==> src/rtl/tdmi_frame_fetch_pkg.sv <==
// Shared TDMI register map, TDMI_ALL field positions and fetch FSM encoding.
package tdmi_frame_fetch_pkg;

  localparam logic [31:0] TDMI_ALL     = 32'h0000_0000;
  localparam logic [31:0] TDMI_DATA    = 32'h0000_0004;
  localparam logic [31:0] TDMI_CHANNEL = 32'h0000_0008;
  localparam logic [31:0] TDMI_START   = 32'h0000_000C;

  localparam int CH_MSB   = 12;
  localparam int CH_LSB   = 8;
  localparam int DATA_MSB = 7;
  localparam int NUM_CH   = 32;

  typedef enum logic [1:0] {
    ST_START_WR,
    ST_IDLE,
    ST_READ,
    ST_STORE
  } state_e;

endpackage

==> src/rtl/tdm_frame_store.sv <==
// Double-buffered 2x32x8 frame store; writes land in the write bank, reads come from the other bank.
// Read port is registered (1 clk); swap flips banks on the same edge as a final write. No backpressure.
module tdm_frame_store
  import tdmi_frame_fetch_pkg::*;
(
  input  logic       clk,
  input  logic       reset,
  input  logic       wr_en,
  input  logic [4:0] wr_ch,
  input  logic [7:0] wr_data,
  input  logic       swap,
  input  logic [4:0] rd_ch,
  output logic [7:0] rd_data
);

  logic [7:0] mem_q [2*NUM_CH];
  logic       wr_bank_q;
  logic [7:0] rd_data_q;

  // Published bank is always the complement of the bank being filled.
  always_ff @(posedge clk or posedge reset) begin
    if (reset) begin
      for (int i = 0; i < 2*NUM_CH; i++) mem_q[i] <= '0;
      wr_bank_q <= 1'b0;
      rd_data_q <= '0;
    end else begin
      if (wr_en) mem_q[{wr_bank_q, wr_ch}] <= wr_data;
      if (swap)  wr_bank_q <= ~wr_bank_q;
      rd_data_q <= mem_q[{~wr_bank_q, rd_ch}];
    end
  end

  assign rd_data = rd_data_q;

endmodule

==> src/rtl/tdmi_frame_fetch.sv <==
// Wishbone master that starts the TDMI slave, then reads TDMI_ALL on every new-data interrupt
// and assembles 32-channel frames. One read+store per event; a second queued event is held, a third is an overrun.
module tdmi_frame_fetch
  import tdmi_frame_fetch_pkg::*;
#(
  parameter int unsigned TIMEOUT_CYC = 64,
  parameter logic [31:0] START_ADR   = 32'h0000_000C,
  parameter logic [31:0] ALL_ADR     = 32'h0000_0000
) (
  input  logic        clk,
  input  logic        reset,
  input  logic        new_data_int,
  output logic [31:0] o_wb_adr,
  output logic [3:0]  o_wb_sel,
  output logic        o_wb_we,
  output logic [31:0] o_wb_dat,
  output logic        o_wb_cyc,
  output logic        o_wb_stb,
  input  logic [31:0] i_wb_dat,
  input  logic        i_wb_ack,
  input  logic        i_wb_err,
  input  logic [4:0]  rd_ch,
  output logic [7:0]  rd_data,
  output logic        frame_valid,
  output logic [7:0]  frame_cnt,
  output logic [2:0]  err_flags
);

  localparam int TW = $clog2(TIMEOUT_CYC + 1);
  localparam logic [TW-1:0] TMO_LAST = TW'(TIMEOUT_CYC - 1);

  state_e        state_q, state_d;
  logic          sync1_q, sync2_q, prev_q, evt;
  logic          pend_q, pend_d;
  logic [2:0]    err_q, err_d;
  logic [4:0]    exp_q, exp_d, ch_q, ch_d;
  logic [7:0]    byte_q, byte_d, cnt_q, cnt_d;
  logic          fv_q, fv_d;
  logic [TW-1:0] tmo_q, tmo_d;
  logic          cyc_q, cyc_d, we_q, we_d;
  logic [31:0]   adr_q, adr_d, dat_q, dat_d;
  logic [3:0]    sel_q, sel_d;
  logic          tmo_expire, bus_done, bus_fail;
  logic          wr_en, swap;
  logic          unused_dat;

  assign unused_dat = ^i_wb_dat[31:CH_MSB+1];
  assign evt        = sync2_q & ~prev_q;

  always_comb begin
    state_d = state_q;
    pend_d  = pend_q;
    err_d   = err_q;
    exp_d   = exp_q;
    ch_d    = ch_q;
    byte_d  = byte_q;
    cnt_d   = cnt_q;
    fv_d    = 1'b0;
    wr_en   = 1'b0;
    swap    = 1'b0;

    tmo_expire = cyc_q && (tmo_q == TMO_LAST);
    bus_done   = cyc_q && (i_wb_ack || i_wb_err || tmo_expire);
    bus_fail   = cyc_q && !i_wb_ack && (i_wb_err || tmo_expire);

    case (state_q)
      ST_START_WR: begin
        if (bus_done) begin
          state_d = ST_IDLE;
          if (bus_fail) err_d[1] = 1'b1;
        end
      end
      ST_IDLE: begin
        if (evt || pend_q) state_d = ST_READ;
      end
      ST_READ: begin
        if (bus_done) begin
          if (bus_fail) begin
            err_d[1] = 1'b1;
            state_d  = ST_IDLE;
          end else begin
            ch_d    = i_wb_dat[CH_MSB:CH_LSB];
            byte_d  = i_wb_dat[DATA_MSB:0];
            state_d = ST_STORE;
          end
        end
      end
      ST_STORE: begin
        wr_en = 1'b1;
        if (ch_q != exp_q) err_d[2] = 1'b1;
        exp_d = ch_q + 5'd1;
        if (ch_q == 5'd31) begin
          swap  = 1'b1;
          fv_d  = 1'b1;
          cnt_d = cnt_q + 8'd1;
        end
        state_d = ST_IDLE;
      end
      default: state_d = ST_IDLE;
    endcase

    // An event coinciding with a pending-driven IDLE exit stays queued.
    if (state_q == ST_IDLE) begin
      pend_d = pend_q && evt;
    end else if (evt) begin
      if (pend_q) err_d[0] = 1'b1;
      else        pend_d   = 1'b1;
    end

    tmo_d = (state_d != state_q || !cyc_q) ? '0 : tmo_q + TW'(1);

    // Bus outputs are registered from the next state so ack drops cyc on the same edge.
    cyc_d = 1'b0;
    we_d  = 1'b0;
    adr_d = '0;
    dat_d = '0;
    sel_d = '0;
    if (state_d == ST_START_WR) begin
      cyc_d = 1'b1;
      we_d  = 1'b1;
      adr_d = START_ADR;
      dat_d = 32'h1;
      sel_d = 4'hF;
    end else if (state_d == ST_READ) begin
      cyc_d = 1'b1;
      adr_d = ALL_ADR;
      sel_d = 4'hF;
    end
  end

  always_ff @(posedge clk or posedge reset) begin
    if (reset) begin
      state_q <= ST_START_WR;
      sync1_q <= 1'b0;
      sync2_q <= 1'b0;
      prev_q  <= 1'b0;
      pend_q  <= 1'b0;
      err_q   <= '0;
      exp_q   <= '0;
      ch_q    <= '0;
      byte_q  <= '0;
      cnt_q   <= '0;
      fv_q    <= 1'b0;
      tmo_q   <= '0;
      cyc_q   <= 1'b0;
      we_q    <= 1'b0;
      adr_q   <= '0;
      dat_q   <= '0;
      sel_q   <= '0;
    end else begin
      state_q <= state_d;
      sync1_q <= new_data_int;
      sync2_q <= sync1_q;
      prev_q  <= sync2_q;
      pend_q  <= pend_d;
      err_q   <= err_d;
      exp_q   <= exp_d;
      ch_q    <= ch_d;
      byte_q  <= byte_d;
      cnt_q   <= cnt_d;
      fv_q    <= fv_d;
      tmo_q   <= tmo_d;
      cyc_q   <= cyc_d;
      we_q    <= we_d;
      adr_q   <= adr_d;
      dat_q   <= dat_d;
      sel_q   <= sel_d;
    end
  end

  tdm_frame_store u_store (
    .clk     (clk),
    .reset   (reset),
    .wr_en   (wr_en),
    .wr_ch   (ch_q),
    .wr_data (byte_q),
    .swap    (swap),
    .rd_ch   (rd_ch),
    .rd_data (rd_data)
  );

  assign o_wb_adr    = adr_q;
  assign o_wb_sel    = sel_q;
  assign o_wb_we     = we_q;
  assign o_wb_dat    = dat_q;
  assign o_wb_cyc    = cyc_q;
  assign o_wb_stb    = cyc_q;
  assign frame_valid = fv_q;
  assign frame_cnt   = cnt_q;
  assign err_flags   = err_q;

endmodule

==> config.mk <==
export PLATFORM = sky130hd
export DESIGN_NAME = tdmi_frame_fetch
export DESIGN_NICKNAME = d
export VERILOG_FILES = /design/src/rtl/tdmi_frame_fetch_pkg.sv /design/src/rtl/tdm_frame_store.sv /design/src/rtl/tdmi_frame_fetch.sv
export SDC_FILE = /design/constraint.sdc
export NUM_CORES = 1
export LEC_CHECK = 0
export ABC_AREA = 1
export CORE_UTILIZATION = 55
export CTS_CLUSTER_SIZE = 25
export DETAILED_ROUTE_END_ITERATION = 10
export MAX_ROUTING_LAYER = met4
export PLACE_DENSITY = 0.87
export REMOVE_ABC_BUFFERS = 1
export SLEW_MARGIN = 20
export SYNTH_ARGS = -nofsm -noshare
export SYNTH_HDL_FRONTEND = slang
export SYNTH_SLANG_ARGS = --single-unit
==> constraint.sdc <==
create_clock -name clk -period 23.4 [get_ports clk]
set_input_delay 7.02 -clock clk [delete_from_list [all_inputs] [get_ports clk]]
set_output_delay 7.02 -clock clk [all_outputs]
set_load 0.1 [all_outputs]
==> results.md, run 1 <==
- Register area: 0.0142 sq mm
- Crit end category: register
- Startpoint Class: input pin
- Ys async rst share: 100%
- Number of global-route vias before repair: 20.6k
- Die area: 0.0482 sq mm
- Crit-path max FO: 93
- Post-CTS setup repair buffer count: 0
- Core footprint: about 0.047 sq mm
- Post-synthesis compound-gate area fraction: 10.3%
- Fmax: 100 MHz
- Clk sinks: approximately 570
- Multi-input gate area: 0.0104 sq mm
- Worst rel slew slack: 24.9%
- DR iter-0 viols: 2959
- Syn Area/Cell: 8.05 sq um
- Gr usage total: between 20 and 30%
- Via count: 22.0k
- Mux cell area share after synthesis: 0.0432%
- Seq cells post-synth: about 570
- Initial core utilization: 55.8%
- Avg Vias per Cell: 5.83
- TritonCTS Buffers: 56
- CTS tree: done
- Post-Synth Adder-Cell Area: 0.192%
- Number of synthesized flops with an enable pin: 0
- Mean routed wirelength per cell: roughly 17 um
- Simple-gate share of the synthesized area: roughly 28%
- Max clock buf depth: 3
- Period minus WS final: 9.99 ns
- Post-Syn Instances: 3234
- Tcrit/Tclk final: 42.7%
- Die Span Y: ~220 um
- Yosys warning total: 0
- CP Class: in2reg
- Synthesized cell area: ~0.026 sq mm
- Synthesis-to-finish area growth: 7.91%
- Lkg Pwr: 0.0127 uW
- Max_cap viols: 0
- Final net count: around 3.2k
- Post-DP HPWL: 36800 um
- Worst-path clk slew: 0.06 ns
- Largest family of logic cells by synthesized area: simple AND/OR/NAND/NOR gates
- Routed WL: 66000 um
- VDD IR max: ~0.13 mV
- Status: complete, but fails checks
- GPL Wtd Cong: 0.911
- Worst slew pin tran: 1.12 ns
- CTS H-tree depth: 2
- Largest net degree at the start of global routing: 134
- # port buffers: 52
- GR Overflow Total: 0
- DRT Pass-1 Iters: 9
- Critical path arrival: 10.50 ns
- Final Slew Violations: 0
- First-pass GRT wire length: 107000 um
- Setup WS pre-CTS: 13.00 ns
- Synth unique cells: 31
- # DRC: 18
- Hold Crit Class: reg2reg
- DIE WIDTH: 220 um
- Filler Cells Inserted: 3968
- Worst Slack Setup Final: between 10 and 15 ns
- Violated checks: design-rule violations
- CTS resizes: 0
- Root buffer cell: clkbuf_16
- # setup viols final: 0
- Design Power: approximately 2800 uW
- Row count: just under 80
- Fin. Hold Viols: 0
- CTS Hold Bufs: 0
- WP data required: between 20 and 25 ns
- Pwr Density: slightly below 100 mW/mm^2
- Clock latency on the worst-skew pair: just over 0.6 ns
- Antenna Nets Post-Route: 0
- Antenna cells: 0
- Clk_skew: 0.0131 ns
- Post-synthesis xor/xnor area fraction: less than 1%
- Sequential share of the synthesized area: ~54%
- Synth Flop Type: dfrtp_1
- Antenna violations before repair: 0
- Setup_tns: 0 ns
- Io pins: between 100 and 150
- Layout cells sized above 1: about 4.5%
- RSZ-0062 raised after global routing: no
[state kept, by name, indices dropped and copies added (netlist names)]
register / flops
byte_q: 8
u_store.rd_data: 8
sync1_q: 1
u_store.mem_q: 512
tmo_q: 7
sync2_q: 1
err_flags: 3
prev_q: 1
frame_valid: 1
u_store.wr_bank_q: 1
o_wb_adr: 1
o_wb_sel: 1
pend_q: 1
state_q: 2
exp_q: 5
ch_q: 5
frame_cnt: 8
[routing by layer]
layer	vias up	global-route usage (%)	wire, um
met5	-	-	0
met4	0	10.6	2230
met3	184	4.09	5300
met2	1100	45.1	31300
met1	10500	37.8	27100
li1	10200	-	-
[cell usage after synthesis, types with 8 or more instances]
cell type     n  area (sq um)
nand2_1    1263          4740
dfrtp_1     566         14200
o21ai_0     514          2570
nand3_1     440          2200
clkbuf_1    138           518
buf_4        73           548
buf_2        62           310
inv_1        38           143
nor2_1       35           131
buf_1        23          86.3
o21ai_1      15          75.1
xor2_1       10          87.6
clkinv_1      8          30.0
[logic make-up after synthesis]
family / count (synthesis)
buffers and inverters: 346
flip-flops: 566
multiplexers: 1
AND/OR/NAND/NOR: 1767
other: 1
XOR/XNOR: 17
AO/OA/AOI/OAI: 532
adder cells (fa/ha/maj): 4
[per-stage QoR]
stage	cells	hold WS [ns]	instance area (sq um)	utilization (%)
after floorplan	2998	0.331	24800	-
final	3777	0.354	28100	60.2
after global routing	3777	0.365	28100	60.2
after CTS	3777	0.356	28100	60.2
after detailed placement	3673	0.343	26200	56.2
after global placement	3673	0.335	26200	56.2
[area by class of cell]
class	instances	share of cell area [%]
Sequential cell	566	50.4
Multi-Input combinational cell	2382	37.2
Clock buffer	85	5.88
Tap cell	607	2.70
Timing Repair Buffer	68	2.27
Clock inverter	19	0.815
Inverter	50	0.739
[report_power, final]
group	internal, uW	leakage [uW]	switching (uW)
Clock	541	0.000926	382
Sequential	1120	0.00778	94.8
Combinational	138	0.00403	491
Total	1800	0.0127	968
[worst max-delay path, cell delays in order]
cell,delay (ns)
clkbuf_8,0.50
buf_4,0.94
buf_4,0.85
nand2_1,0.11
nand3_1,0.12
nand3_1,0.16
nand2_1,0.19
nand2_1,0.07
nand3_1,0.14
nand3_1,0.17
nand2_1,0.19
[layout by cell type, fill, tap and decap left out, drive strengths merged]
| cell type | count |
|---|---|
| dfrtp | 566 |
| o21ai | 529 |
| a21o | 1 |
| ha | 4 |
| nand2 | 1264 |
| mux2 | 1 |
| nor2 | 45 |
| or2 | 2 |
| o21bai | 2 |
| clkinvlp | 2 |
| nand3 | 440 |
| clkinv | 13 |
| conb | 61 |
| inv | 49 |
| xor2 | 10 |
| nand3b | 1 |
| clkdlybuf4s50 | 49 |
| xnor2 | 7 |
| bufinv | 5 |
| buf | 18 |
| clkbuf | 86 |
| nor3 | 8 |
| nand4 | 7 |
[worst paths after layout]
path	start	to	slack [ns]	cells after the start
worst max-delay path	rd_ch[0]	u_store.rd_data[6]	13.41	11
worst min-delay path	sync1_q	sync2_q	0.35	0
min in group asynchronous	reset	tmo_q[0]	7.02	2
worst max register to register	state_q[1]	u_store.mem_q[465]	20.64	5
max in group asynchronous	reset	u_store.mem_q[59]	13.88	4
worst min register to register	sync1_q	sync2_q	0.35	0
(Power assumes the default switching activity.)
==> run 2, diff against run 1 <==
Clock period 23.4 ns to 8.86 ns, I/O delays scaled along.
==> results.md, run 2 (synthesis gave the netlist of run 1 again) <==
- Clk sinks: between 500 and 600
- Antenna violations before repair: 1
- Violated checks: design-rule violations
- Worst Slack Setup Final: 3.77 ns
- Crit path buf inv count: 3
- Avg Vias per Cell: 5.83
- Lkg Pwr: approximately 0.013 uW
- Final Slew Violations: 0
- Post-DP HPWL: 36500 um
- Critical path arrival: roughly 5.6 ns
- WP data required: 9.39 ns
- CP Class: in2reg
- Layout cells sized above 1: 4.52%
- # DRC: 17
- Clock latency on the worst-skew pair: slightly above 0.6 ns
- TritonCTS Buffers: 56
- DR iter-0 viols: 3099
- Biggest register: u_store.mem_q
- Int Pwr: 4780 uW
- Antenna Nets Post-Route: 0
- Final net count: 3169
- Register share of total power: a little over two fifths
- Fmax: 196 MHz
- Clock power frac: 33.6%
- P_sw: 2540 uW
- Period minus WS final: between 5 and 6 ns
- RR Endpoint: u_store.mem_q[21]
- GR Overflow Total: 0
- Critical-path top delay cell: inv_6
- Startpoint Class: input pin
- Routed WL: 65300 um
- DIE WIDTH: 220 um
- VDD IR max: 0.390 mV
- Worst hold stages: 0
- Worst rel slew slack: 23.3%
- Io pins: about 130
- CTS Hold Bufs: 0
- Row count: 79
- Crit end category: register
- Worst-path clk slew: roughly 0.060 ns
- Reg2reg setup slack: 6.01 ns
- Design Area, Final: 0.0282 sq mm
- CTS H-tree depth: 2
- CTS resizes: 0
- Leading cell types in the layout, fill and taps excluded: nand2_1 (1263), dfrtp_1 (566), o21ai_0 (514), nand3_1 (440), conb_1 (61)
- Die area: 0.0482 sq mm
- Hold Slack: between 0.3 and 0.4 ns
- Status: complete, but fails checks
- RSZ-0062 raised after global routing: no
- Setup_tns: 0 ns
- Number of global-route vias before repair: 20.2k
- Crit-path max FO: 113
- Hold EP: sync2_q
- Crit Reg-Reg Startpoint: state_q[0]
- Via count: 22.0k
- Post-CTS setup repair buffer count: 0
- Max FFs per register: 512
- Fin. Hold Viols: 0
- Most common cell after layout, fill and taps aside: nand2_1
- Worst slew pin tran: roughly 1.2 ns
- DRT Pass-1 Iters: 9
- First-pass GRT wire length: 106000 um
- Worst setup path startpoint: rd_ch[0]
- Filler Cells Inserted: 3909
- # port buffers: 52
- Max clock buf depth: 3
- Synthesis-to-finish area growth: 8.15%
- Setup WS pre-CTS: 3.32 ns
- Hold Startpoint: sync1_q
- Pwr Density: ~260 mW/mm^2
- Hold Crit Class: reg2reg
- Post-DP Area: about 0.026 sq mm
- Gr usage total: between 20% and 30%
- CTS tree: done
- # setup viols final: 0
- Root buffer cell: clkbuf_16
- Worst-path cell chain: clkbuf_8 > inv_6 > buf_12 > nand2_1 > nand3_1 > nand3_1 > nand2_1 > nand2_1 > nand3_1 > nand3_1 > nand2_1
- Core footprint: 0.0467 sq mm
- Clk_skew: 0.0213 ns
- Gate power share: 22.7%
- Net Sw Frac: 34.7%
- CP delay by family, top: buffers and inverters
- Mean routed wirelength per cell: 17.3 um
- Die Span Y: 220 um
- CP max stage delay: 0.82 ns
- Largest net degree at the start of global routing: 147
- Worst R2R Path Depth: 5
- Initial core utilization: between 50% and 60%
- Max_cap viols: 0
- Tcrit/Tclk final: 57.5%
- GPL Wtd Cong: 0.893
## run 2: cell types whose count changed in the layout (fill, tap and decap cells not counted), sizes merged
cell      change
inv           -3
buf           -1
clkinvlp      -1
diode         +1
## run 2: worst max path at each step
stage,slack (ns),endpoint,cells past startpoint
global route,3.64,u_store.rd_data[7],11
global placement,3.34,u_store.rd_data[7],11
detailed placement,3.32,u_store.rd_data[4],11
floorplan,-9.63,byte_q[0],1
CTS,3.84,o_wb_cyc,1
finish,3.77,u_store.rd_data[7],11
## run 2: worst reg2reg max path, cell delays in order (launching register included)
cell and delay (ns):
dfrtp_1 0.41, nand2_1 0.49, nor3_2 0.87, nand2_1 0.61, nand2_1 0.20, o21ai_0 0.11
## run 2: routing by layer
layer	vias to the layer above	wire length, um	track usage (%)
met4	0	2440	11.4
met3	209	5590	5.15
met2	1101	30300	43.2
met5	-	0	-
li1	10200	-	-
met1	10500	27000	37.6
## run 2: cell type report
| cell class | count | area, sq um | share of cell area (%) |
|---|---|---|---|
| Inverter | 50 | 214 | 0.760 |
| Clock inverter | 15 | 203 | 0.720 |
| Clock buffer | 85 | 1700 | 6.04 |
| Timing Repair Buffer | 67 | 667 | 2.37 |
| Antenna cell | 1 | 2.50 | 0.00889 |
| Tap cell | 607 | 759 | 2.70 |
| Sequential cell | 566 | 14200 | 50.3 |
| Multi-Input combinational cell | 2382 | 10400 | 37.1 |
## run 2: power by group through the flow
| stage | clock (uW) | combinational (uW) | sequential (uW) |
|---|---|---|---|
| after floorplan | 0 | 926 | 3420 |
| after global placement | 0 | 1590 | 3220 |
| after detailed placement | 0 | 1630 | 3230 |
| after CTS | 2470 | 1650 | 3190 |
| after global routing | 2580 | 1820 | 3240 |
| final | 2460 | 1660 | 3200 |
## run 2: per-stage QoR
stage	instances	utilization (%)	power, uW
floorplan	2998	-	4340
global placement	3672	56.3	4810
detailed placement	3672	56.3	4860
CTS	3772	60.3	7310
global route	3773	60.4	7640
finish	3773	60.4	7320
